**src/rtl/mem_port_arbiter.sv**
```systemverilog
// mem_port_arbiter: round-robin sharing of one single-port synchronous memory between fetch and load/store.
module mem_port_arbiter #(
  parameter int ADDR_W = 8,
  parameter int DATA_W = 16
) (
  input  logic              i_CLK,
  input  logic              i_RST,
  input  logic              i_IF_REQ,
  input  logic [ADDR_W-1:0] i_IF_ADDR,
  output logic              o_IF_GNT,
  output logic              o_IF_VALID,
  output logic [DATA_W-1:0] o_IF_DATA,
  input  logic              i_DM_REQ,
  input  logic              i_DM_WE,
  input  logic [ADDR_W-1:0] i_DM_ADDR,
  input  logic [DATA_W-1:0] i_DM_WDATA,
  output logic              o_DM_GNT,
  output logic              o_DM_VALID,
  output logic [DATA_W-1:0] o_DM_RDATA,
  output logic              o_MEM_EN,
  output logic              o_MEM_WE,
  output logic [ADDR_W-1:0] o_MEM_ADDR,
  output logic [DATA_W-1:0] o_MEM_WDATA,
  input  logic [DATA_W-1:0] i_MEM_RDATA,
  output logic              o_BUSY
);
  typedef enum logic [1:0] {IDLE, ISSUE, CAPTURE} state_t;
  state_t            state_q, state_d;
  logic              lw_q, lw_d, win_q, win_d, we_q, we_d;
  logic              if_valid_q, if_valid_d, dm_valid_q, dm_valid_d;
  logic [ADDR_W-1:0] addr_q, addr_d;
  logic [DATA_W-1:0] wdata_q, wdata_d, if_data_q, if_data_d, dm_rdata_q, dm_rdata_d;
  logic              pick_dm;
  // Under contention the side that did not win last time goes first.
  assign pick_dm = i_DM_REQ & (~i_IF_REQ | ~lw_q);
  always_comb begin
    state_d    = state_q;
    lw_d       = lw_q;
    win_d      = win_q;
    we_d       = we_q;
    addr_d     = addr_q;
    wdata_d    = wdata_q;
    if_data_d  = if_data_q;
    dm_rdata_d = dm_rdata_q;
    if_valid_d = 1'b0;
    dm_valid_d = 1'b0;
    case (state_q)
      IDLE: if (i_IF_REQ | i_DM_REQ) begin
        state_d = ISSUE;
        lw_d    = pick_dm;
        win_d   = pick_dm;
        we_d    = pick_dm & i_DM_WE;
        addr_d  = pick_dm ? i_DM_ADDR : i_IF_ADDR;
        wdata_d = pick_dm ? i_DM_WDATA : wdata_q;
      end
      ISSUE: state_d = we_q ? IDLE : CAPTURE;
      CAPTURE: begin
        state_d    = IDLE;
        if_data_d  = win_q ? if_data_q : i_MEM_RDATA;
        dm_rdata_d = win_q ? i_MEM_RDATA : dm_rdata_q;
        if_valid_d = ~win_q;
        dm_valid_d = win_q;
      end
      default: state_d = IDLE;
    endcase
  end
  always_ff @(posedge i_CLK) begin
    if (!i_RST) begin
      state_q    <= IDLE;
      lw_q       <= 1'b0;
      win_q      <= 1'b0;
      we_q       <= 1'b0;
      addr_q     <= '0;
      wdata_q    <= '0;
      if_data_q  <= '0;
      dm_rdata_q <= '0;
      if_valid_q <= 1'b0;
      dm_valid_q <= 1'b0;
    end else begin
      state_q    <= state_d;
      lw_q       <= lw_d;
      win_q      <= win_d;
      we_q       <= we_d;
      addr_q     <= addr_d;
      wdata_q    <= wdata_d;
      if_data_q  <= if_data_d;
      dm_rdata_q <= dm_rdata_d;
      if_valid_q <= if_valid_d;
      dm_valid_q <= dm_valid_d;
    end
  end
  assign o_MEM_EN    = state_q == ISSUE;
  assign o_MEM_WE    = o_MEM_EN & we_q;
  assign o_MEM_ADDR  = addr_q;
  assign o_MEM_WDATA = wdata_q;
  assign o_IF_GNT    = o_MEM_EN & ~win_q;
  assign o_DM_GNT    = o_MEM_EN & win_q;
  assign o_IF_VALID  = if_valid_q;
  assign o_DM_VALID  = dm_valid_q;
  assign o_IF_DATA   = if_data_q;
  assign o_DM_RDATA  = dm_rdata_q;
  assign o_BUSY      = state_q != IDLE;
endmodule
```
**config.mk**
```make
export PLATFORM = sky130hd
export DESIGN_NAME = mem_port_arbiter
export DESIGN_NICKNAME = d
export VERILOG_FILES = /design/src/rtl/mem_port_arbiter.sv
export SDC_FILE = /design/constraint.sdc
export NUM_CORES = 1
export LEC_CHECK = 0
export ABC_AREA = 1
export CORE_UTILIZATION = 45
export DETAILED_ROUTE_END_ITERATION = 7
export GPL_TIMING_DRIVEN = 0
export PLACE_DENSITY = 0.85
export SKIP_LAST_GASP = 1
export SLEW_MARGIN = 10
export SYNTH_ARGS = -nofsm -noshare
export SYNTH_HDL_FRONTEND = slang
export SYNTH_SLANG_ARGS = --single-unit
```
**constraint.sdc**
```tcl
create_clock -name i_CLK -period 1.78 [get_ports i_CLK]
set_clock_uncertainty 0.15 [all_clocks]
set_input_delay 0.356 -clock i_CLK [delete_from_list [all_inputs] [get_ports i_CLK]]
set_output_delay 0.356 -clock i_CLK [all_outputs]
set_load 0.01 [all_outputs]
```
==> out/metrics.cfg <==
[place]
dpl_cell_area_um2=3914
gp_congestion=0.8143
numPlacedInstances=548
post-dp-hpwl_um=5400
dp_slack_ns=-0.1510
io_buffers=113

[logic_synthesis]
synth_fa_ha_area_share_pct=0
ys_ff_latch=62
synth_cells=363
seq_area_frac_synth_pct=46.10
yosys_warnings=0
synth_xor_area_share_pct=0
yosysMostFrequentCell=nand2_1
synth_flop_cell=dfxtp_1
synth_top_area_share_pct=46.10
synth-compound-area-share_pct=8.550
avgSynthCellArea_um2=7.418
synth_edf_count=0
synth-simple-area-share_pct=34.67
synth.area.top_cells=dfxtp_1 (46%), nand4_1 (11%), nand2_1 (11%), nor2_1 (7.7%), a21oi_1 (6.3%)
async_flop_share_pct=0
synthTopCellsByCount=nand2_1 (78), dfxtp_1 (62), nor2_1 (55)
synth_cell_type_count=21
yosys.area.top_type=dfxtp_1
synth_mux_area_share_pct=0
syn_area_um2=2693
synth_fp_nets=416
synth_top_family_by_area=simple AND/OR/NAND/NOR gates

[final_layout]
stdcell_count=562
fin_util_pct=73.83
diodes=0
drive_gt1_share_pct=10.20
nFillCells=467
fin_area_um2=4165
syn_to_final_growth_pct=54.69
nets=539

[critical_path]
r2r_start=state_q[1]
rr_endpoint=o_MEM_WDATA[9]
reg2reg_depth=8
end_kind=primary output
critPathMaxStageDelay_ns=0.55
path_cells=clkdlybuf4s50_1
path_delay_family=buffers and inverters
cp_num_buf_inv=1
cp_max_fo=2
timing.critical_path.from_type=register
path_class=register to primary output
cp.arrival_ns=1.24
cpMaxStageDelayCell=clkdlybuf4s50_1
r2r_slack_ns=0.25
worstPathRequired_ns=1.27

[drt]
post_drt_wl_per_cell_um=13.17
drtPass1Iterations=4
ant_nets=0
drc=0
drt_iter0_drc=178
routed_wirelength_um=7404
viasPerCell=5.046
vias=2836

[floorplanning]
dieArea_um2=6297
ios=116
die_x_um=79.36
start_util_pct=47.73
num_rows=27
die_h_um=79.36
coreArea_um2=5642

[min_path]
hp-start=i_RST
worstHoldPathCells=3
hold_end=o_MEM_WDATA[2]
hp-class=input port to register

[clock_tree]
clkTransAtPathRegs_ns=0.06
numCtsBuffers=9
cts_sinks=62
cts_tree=done
holdBufCountCts=0
cts_max_path_buffers=2
h-tree-depth=3
clock_latency_ns=0.34
clockRootBuffer=clkbuf_8

[outcome]
run_status=finished, final reports clean

[timing]
slew_violations=0
finalSetupViolCount=0
max_slew_margin_pct=64.98
max_freq_ghz=0.5721
finalSetupTns_ns=0
holdWs_ns=0.1578
worstMarginPinSlew_ns=0.5253
hold_violations=0
period_share_pct=98.20
min_period_ns=1.748
rsz0062_at_grt=no
timing.final.ws_setup_ns=0.03204

[grt]
first_global_vias=2556
grt_overflow=0
grt_pass1_wl_um=11750
grt_usage_pct=24.61
grt_max_degree=19
antenna_found_initial=0

[power]
leakage_nw=1.799
peakVddDrop_mv=0.5758
p_per_area_nw_per_um2=895.4
p_total_mw=3.730

[flow_run]
cap_violations=0

-- power by group --
part / internal, mW / switching [mW] / total, mW
clock: 0.959 / 0.524 / 1.48
sequential: 1.47 / 0.0499 / 1.52
combinational: 0.359 / 0.367 / 0.725
-- cell type report --
| type | instances | area (µm²) | area share (%) |
|---|---|---|---|
| buffer | 27 | 156.4 | 3.755 |
| clock buffer | 11 | 141.4 | 3.394 |
| tap | 72 | 90.09 | 2.163 |
| timing repair buffer | 114 | 1137 | 27.31 |
| inverter | 33 | 128.9 | 3.094 |
| multi-input combinational | 239 | 1166 | 28.00 |
| clock inverter | 4 | 95.09 | 2.283 |
| sequential | 62 | 1250 | 30.01 |
-- metal layers --
layer	routed length, µm	track usage [%]
met2	3586	41.47
met5	0	0
met4	68	8.909
met1	3058	28.54
met3	691	8.851
-- cells in the final DEF (no fill, tap or decap), types with 3 or more instances in the layout --
cell type and instances:
clkbuf_1 9, a21boi_0 8, clkbuf_8 10, dlymetal6s2s_1 7, bufinv_16 3, nor2_1 55
a21oi_1 34, nand3_1 8, inv_1 30, dfxtp_1 59, buf_6 5, buf_2 13
clkdlybuf4s50_1 101, nand2_1 77, nand4_1 49
-- registers in the layout (all words and copies together) (netlist names) --
name	cells
o_DM_RDATA	16
o_DM_VALID	1
o_IF_DATA	16
o_IF_VALID	1
o_MEM_ADDR	8
o_MEM_WDATA	16
state_q	2
we_q	1
win_q	1
-- kinds of logic (layout without fill, tap and decap cells) --
| family | after synthesis | in the layout |
|---|---|---|
| flops | 62 | 62 |
| buf+inv | 62 | 189 |
| compound gates | 42 | 42 |
| simple gates | 197 | 197 |
-- how the worst max path moves through the flow --
stage,from,end,slack [ns],cells after the start
after floorplan,win_q,o_IF_GNT,0.43,3
after global placement,win_q,o_DM_GNT,-0.12,4
after detailed placement,win_q,o_DM_GNT,-0.15,4
after CTS,win_q,o_DM_GNT,-0.03,3
after global routing,o_MEM_WDATA[10],o_MEM_WDATA[10],0.0008,1
final,o_DM_RDATA[5],o_DM_RDATA[5],0.03,1
-- timing repair --
| action | 4_1_cts | 5_1_grt |
|---|---|---|
| buffers inserted | 1 | 0 |
| pin swaps | 0 | 0 |
| endpoints found under the setup margin | 5 | 10 |
| hold endpoints to repair | 0 | 0 |
| resized for setup | 19 | 15 |
No activity file was read; power rests on OpenSTA's default activity.
